`src/rtl/alu_pkg.sv`:
```
// rtl/alu_pkg.sv - shared alu opcodes plus sequencer command and state types
package alu_pkg;

  typedef enum logic [1:0] {
    OP_ADD = 2'd0,
    OP_SUB = 2'd1,
    OP_MUL = 2'd2,
    OP_XOR = 2'd3
  } opcode_e;

  // One queued command; chain=1 replaces operand a with the previous result's low byte
  typedef struct packed {
    opcode_e    op;
    logic [7:0] a;
    logic [7:0] b;
    logic       chain;
  } alu_cmd_t;

  typedef enum logic [1:0] {
    SEQ_IDLE = 2'd0,
    SEQ_EXEC = 2'd1,
    SEQ_HOLD = 2'd2
  } seq_state_e;

endpackage

```
`src/rtl/alu_cmd_fifo.sv`:
```
// rtl/alu_cmd_fifo.sv - synchronous command FIFO with occupancy count
module alu_cmd_fifo #(
  parameter int  DEPTH = 4,
  parameter type T     = logic
) (
  input  logic                   clk,
  input  logic                   rst_n,
  input  logic                   push,
  input  T                       push_data,
  input  logic                   pop,
  output T                       pop_data,
  output logic                   full,
  output logic                   empty,
  output logic [$clog2(DEPTH):0] count
);

  localparam int AW = $clog2(DEPTH);
  localparam int CW = AW + 1;

  T                mem_q [DEPTH];
  T                mem_d [DEPTH];
  logic [AW-1:0]   wr_ptr_q, wr_ptr_d;
  logic [AW-1:0]   rd_ptr_q, rd_ptr_d;
  logic [CW-1:0]   count_q, count_d;
  logic            do_push, do_pop;

  assign full     = (count_q == CW'(DEPTH));
  assign empty    = (count_q == '0);
  assign count    = count_q;
  assign pop_data = mem_q[rd_ptr_q];

  // Push is gated only by full, so a pop in the same cycle never frees room for a push
  assign do_push = push && !full;
  assign do_pop  = pop && !empty;

  // Next-state for storage, pointers (wrap naturally, DEPTH is a power of 2) and count
  always_comb begin
    mem_d    = mem_q;
    wr_ptr_d = wr_ptr_q;
    rd_ptr_d = rd_ptr_q;
    count_d  = count_q;
    if (do_push) begin
      mem_d[wr_ptr_q] = push_data;
      wr_ptr_d        = wr_ptr_q + AW'(1);
    end
    if (do_pop) begin
      rd_ptr_d = rd_ptr_q + AW'(1);
    end
    case ({do_push, do_pop})
      2'b10:   count_d = count_q + CW'(1);
      2'b01:   count_d = count_q - CW'(1);
      default: count_d = count_q;
    endcase
  end

  // State registers; reset discards all queued entries
  always_ff @(posedge clk or negedge rst_n) begin
    if (!rst_n) begin
      for (int i = 0; i < DEPTH; i++) mem_q[i] <= '0;
      wr_ptr_q <= '0;
      rd_ptr_q <= '0;
      count_q  <= '0;
    end else begin
      mem_q    <= mem_d;
      wr_ptr_q <= wr_ptr_d;
      rd_ptr_q <= rd_ptr_d;
      count_q  <= count_d;
    end
  end

endmodule

```
`src/rtl/alu_cmd_sequencer.sv`:
```
// rtl/alu_cmd_sequencer.sv - queues alu commands and issues them one at a time
import alu_pkg::*;

module alu_cmd_sequencer #(
  parameter int DEPTH = 4
) (
  input  logic        clk,
  input  logic        rst_n,
  input  logic        in_valid,
  output logic        in_ready,
  input  opcode_e     in_op,
  input  logic [7:0]  in_a,
  input  logic [7:0]  in_b,
  input  logic        in_chain,
  output logic [7:0]  alu_a,
  output logic [7:0]  alu_b,
  output opcode_e     alu_op,
  input  logic [15:0] alu_result,
  output logic        out_valid,
  input  logic        out_ready,
  output logic [15:0] out_data,
  output opcode_e     out_op,
  output logic        busy
);

  alu_cmd_t              push_cmd, head;
  logic                  fifo_full, fifo_empty, pop;
  logic [$clog2(DEPTH):0] fifo_count;

  seq_state_e  state_q, state_d;
  logic [7:0]  alu_a_q, alu_a_d, alu_b_q, alu_b_d;
  opcode_e     alu_op_q, alu_op_d, out_op_q, out_op_d;
  logic        out_valid_q, out_valid_d;
  logic [15:0] out_data_q, out_data_d, last_result_q, last_result_d;

  assign push_cmd = '{op: in_op, a: in_a, b: in_b, chain: in_chain};

  alu_cmd_fifo #(.DEPTH(DEPTH), .T(alu_cmd_t)) u_fifo (
    .clk       (clk),
    .rst_n     (rst_n),
    .push      (in_valid),
    .push_data (push_cmd),
    .pop       (pop),
    .pop_data  (head),
    .full      (fifo_full),
    .empty     (fifo_empty),
    .count     (fifo_count)
  );

  assign in_ready  = !fifo_full;
  assign busy      = (fifo_count != '0) || (state_q != SEQ_IDLE);
  assign alu_a     = alu_a_q;
  assign alu_b     = alu_b_q;
  assign alu_op    = alu_op_q;
  assign out_valid = out_valid_q;
  assign out_data  = out_data_q;
  assign out_op    = out_op_q;

  // Sequencer next-state: issue head, capture alu result, hold until downstream accepts
  always_comb begin
    state_d       = state_q;
    alu_a_d       = alu_a_q;
    alu_b_d       = alu_b_q;
    alu_op_d      = alu_op_q;
    out_valid_d   = out_valid_q;
    out_data_d    = out_data_q;
    out_op_d      = out_op_q;
    last_result_d = last_result_q;
    pop           = 1'b0;
    case (state_q)
      SEQ_IDLE: begin
        if (!fifo_empty) begin
          pop     = 1'b1;
          state_d = SEQ_EXEC;
        end
      end
      SEQ_EXEC: begin
        out_data_d    = alu_result;
        out_op_d      = alu_op_q;
        last_result_d = alu_result;
        out_valid_d   = 1'b1;
        state_d       = SEQ_HOLD;
      end
      SEQ_HOLD: begin
        if (out_valid_q && out_ready) begin
          out_valid_d = 1'b0;
          if (!fifo_empty) begin
            pop     = 1'b1;
            state_d = SEQ_EXEC;
          end else begin
            state_d = SEQ_IDLE;
          end
        end
      end
      default: state_d = SEQ_IDLE;
    endcase
    // Chain is resolved at pop time against the result from the preceding EXEC
    if (pop) begin
      alu_a_d  = head.chain ? last_result_q[7:0] : head.a;
      alu_b_d  = head.b;
      alu_op_d = head.op;
    end
  end

  // Single state/output register bank; reset drops any in-flight result
  always_ff @(posedge clk or negedge rst_n) begin
    if (!rst_n) begin
      state_q       <= SEQ_IDLE;
      alu_a_q       <= 8'd0;
      alu_b_q       <= 8'd0;
      alu_op_q      <= OP_ADD;
      out_valid_q   <= 1'b0;
      out_data_q    <= 16'd0;
      out_op_q      <= OP_ADD;
      last_result_q <= 16'd0;
    end else begin
      state_q       <= state_d;
      alu_a_q       <= alu_a_d;
      alu_b_q       <= alu_b_d;
      alu_op_q      <= alu_op_d;
      out_valid_q   <= out_valid_d;
      out_data_q    <= out_data_d;
      out_op_q      <= out_op_d;
      last_result_q <= last_result_d;
    end
  end

endmodule

```
`config.mk`:
```
export PLATFORM = sky130hd
export DESIGN_NAME = alu_cmd_sequencer
export DESIGN_NICKNAME = d
export VERILOG_FILES = /design/src/rtl/alu_pkg.sv /design/src/rtl/alu_cmd_fifo.sv /design/src/rtl/alu_cmd_sequencer.sv
export SDC_FILE = /design/constraint.sdc
export NUM_CORES = 1
export LEC_CHECK = 0
export ABC_AREA = 1
export ABC_CLOCK_PERIOD_IN_PS = 2020
export CELL_PAD_IN_SITES_DETAIL_PLACEMENT = 0
export CELL_PAD_IN_SITES_GLOBAL_PLACEMENT = 1
export CORE_ASPECT_RATIO = 0.5
export CORE_MARGIN = 5
export CORE_UTILIZATION = 37
export CTS_CLUSTER_SIZE = 8
export DETAILED_ROUTE_END_ITERATION = 16
export HOLD_SLACK_MARGIN = 0.15
export PLACE_DENSITY_LB_ADDON = 0.1
export SLEW_MARGIN = 20
export SYNTH_ARGS = -nofsm -noshare
export SYNTH_HDL_FRONTEND = slang
export SYNTH_SLANG_ARGS = --single-unit
```
`constraint.sdc`:
```
create_clock -name clk -period 2.02 [get_ports clk]
set_input_delay 0.404 -clock clk [delete_from_list [all_inputs] [get_ports clk]]
set_output_delay 0.404 -clock clk [all_outputs]
set_load 0.01 [all_outputs]
```
==> flow_summary.ini <==
[run_status]
status = completed

[placement]
dpl_worst_slack_ps = -294
io_buffers = 77
post-dp-hpwl_mm = 9.62
dp_cells = 942
gp_congestion = 0.717

[sta]
tightest_slew_ps = 406
fin_setup_tns_ps = 0
setup_violations = 0
fmax_mhz = 517
clock_skew_ps = 8.75
drv_slew = 0
hold_slack_ps = 469
setup_ws_ps = 86.3
hold_viol = 0
slew_headroom_pct = 72.9
min_period_ps = 1930
finalCritPeriodShare_pct = 95.7

[power_and_ir_drop]
cell_internal_pwr_mw = 4.28
seq_power_share_pct = 45.1
total_power_mw = 5.43
switching_share_pct = 21.2
power_leakage_nw = 3.64
p_per_area_nw_per_um2 = 750
pwr-share-comb_pct = 2.9
max-vdd-ir-drop_mv = 0.450
p_switching_mw = 1.15
clkPwrFrac_pct = 52.0

[grt]
grt_pass1_vias = 4521
antenna_found_initial = 0
overflow = 0
grt_pass1_wl_mm = 24.9
grt.total_usage_pct = 17.4
grt_max_degree = 60

[floorplanning]
die_area_um2 = 18000
num_rows = 32
die_h_um = 97.5
core_um2 = 15200
die_w_um = 185
start_util_pct = 37.2
io_pins = 78

[clock_tree]
cts_sinks = 122
path_clk_slew_ps = 60
cts_tree = done
clk_latency_ps = 400
post-cts-setup-buffer-count = 0
cts-root-buf = clkbuf_16
cts_buffers = 17
cts_max_level = 4
cts_buffer_depth = 2

[layout]
drive_gt1_share_pct = 9.24
instances_no_fill = 972
num_antenna_cells = 0
finalNetCount = 803
syn_to_final_growth_pct = 27.7

[critical_path]
cp-end-kind = output port
crit_chain = inv_2 > nand3_4 > clkdlybuf4s50_1
start_kind = flop
cp_top_family = buffers and inverters
worstPathRequired_ps = 1620
crit_buf_inv = 2
slowest_delay_ps = 500
cp_max_fo = 3
cp_slowest_cell = clkdlybuf4s50_1
critical_path_arrival_ps = 1530
path_class = flop to output port

[route]
wl_mm = 15.2
viasPerCell = 4.73
via_count = 4600
first_pass_iters = 5
final_antenna_net_count = 0
wire_per_inst_um = 15.6
initialDrtViolationCount = 246
drc = 0

[synth]
yosys_warnings = 0
syn_nets = 719
synthTopCellsByArea = dfrtp_1 (54%), nand2_1 (19%), o21ai_0 (8.4%), nand3_1 (3.3%), inv_1 (2.8%)
syn-instance-count = 674
synth_top_cell_area_share_pct = 53.9
synth_top_area_cell = dfrtp_1
ys_ff_latch = 122
ys_types = 29
syn_avg_cell_area_um2 = 8.40
yosysSeqAreaShare_pct = 53.9
synth_area_um2 = 5660

[hold_path]
hp-class = input port to asynchronous set/reset pin

[job]
cap_violations = 0
## flip-flops by register name, indices dropped and copies added, names as in the netlist, 3 cells and up
register / count
u_fifo.count: 3
alu_a: 8
u_fifo.mem_q: 76
alu_b: 8
last_result_q: 16
## cells by family after synthesis
| family | share of synthesized area [%] |
|---|---|
| DFF | 53.9 |
| adders and majority gates | 1.46 |
| and+or+nand+nor | 25.0 |
| AOI/OAI and AO/OA | 11.4 |
| xor gates and xnor gates | 0.619 |
| buffers and inverters | 7.55 |
## per-layer routing
layer	share of wire (%)	global-route usage (%)
met4	0.89	4.57
met5	0	0
met3	4.8	3.25
met2	42	25.6
met1	52	26.3
## layout by cell type, fill, tap and decap left out, drive strengths merged
| master | synthesis | final |
|---|---|---|
| nand2 | 289 | 289 |
| dfrtp | 122 | 122 |
| o21ai | 100 | 100 |
| clkdlybuf4s50 | 0 | 75 |
| inv | 47 | 47 |
| nand3 | 40 | 40 |
| buf | 26 | 25 |
| clkbuf | 11 | 21 |
| o211ai | 12 | 12 |
| a21oi | 10 | 10 |
| nor2 | 7 | 7 |
| ha | 5 | 5 |
| clkinv | 0 | 4 |
| xor2 | 3 | 3 |
| clkinvlp | 0 | 3 |
| xnor2 | 1 | 1 |
| fa | 1 | 1 |
| bufinv | 0 | 1 |
| dlygate4sd3 | 0 | 1 |
| dlygate4sd2 | 0 | 1 |
## what timing repair did
item	CTS	global route
gates resized for setup	1	1
hold buffers	1	0
setup endpoints to repair	1	1
endpoints found under the hold margin	23	0
pin swaps	0	1
## stage by stage
stage	utilization [%]	area, um2
after detailed placement	43.9	6680
final	47.6	7240
after CTS	47.5	7230
after global placement	43.9	6680
after global routing	47.6	7240
after floorplan	-	5660
## cell usage after synthesis (all sizes together)
cell    instances
dfrtp         122
ha              5
nand2         289
o211ai         12
a21oi          10
clkbuf         11
fa              1
nand3          40
buf            26
inv            47
xor2            3
nor2            7
o21ai         100
xnor2           1
## power by group through the flow
stage	Sequential, mW	Combinational, mW	Clock, mW
6_report	2.45	0.156	2.82
3_3_place_gp	2.49	0.160	0
2_1_floorplan	2.49	0.000531	0
4_1_cts	2.45	0.162	2.89
5_1_grt	2.44	0.174	3.00
3_5_place_dp	2.49	0.159	0
## final cells by class
class                      instances  area [um2]
multi-input combinational        468        2190
clock inverter                     8        72.6
inverter                          47         176
timing repair buffer             102        1020
tap                              204         255
clock buffer                      21         470
sequential                       122        3050
fill                            1543        7980
## path summary, 6_finish.rpt
kind | start | to | slack, ps | depth (start not counted)
min in group clk | last_result_q[15] | last_result_q[15] | 470 | 2
max in group asynchronous | rst_n | u_fifo.mem_q[66] | 880 | 3
hold reg to reg | last_result_q[15] | last_result_q[15] | 470 | 2
hold / removal | rst_n | state_q[0] | 470 | 2
setup reg to reg | u_fifo.count[0] | u_fifo.count[2] | 190 | 10
setup / recovery | u_fifo.count[0] | in_ready | 90 | 3
(Power assumes the default switching activity.)
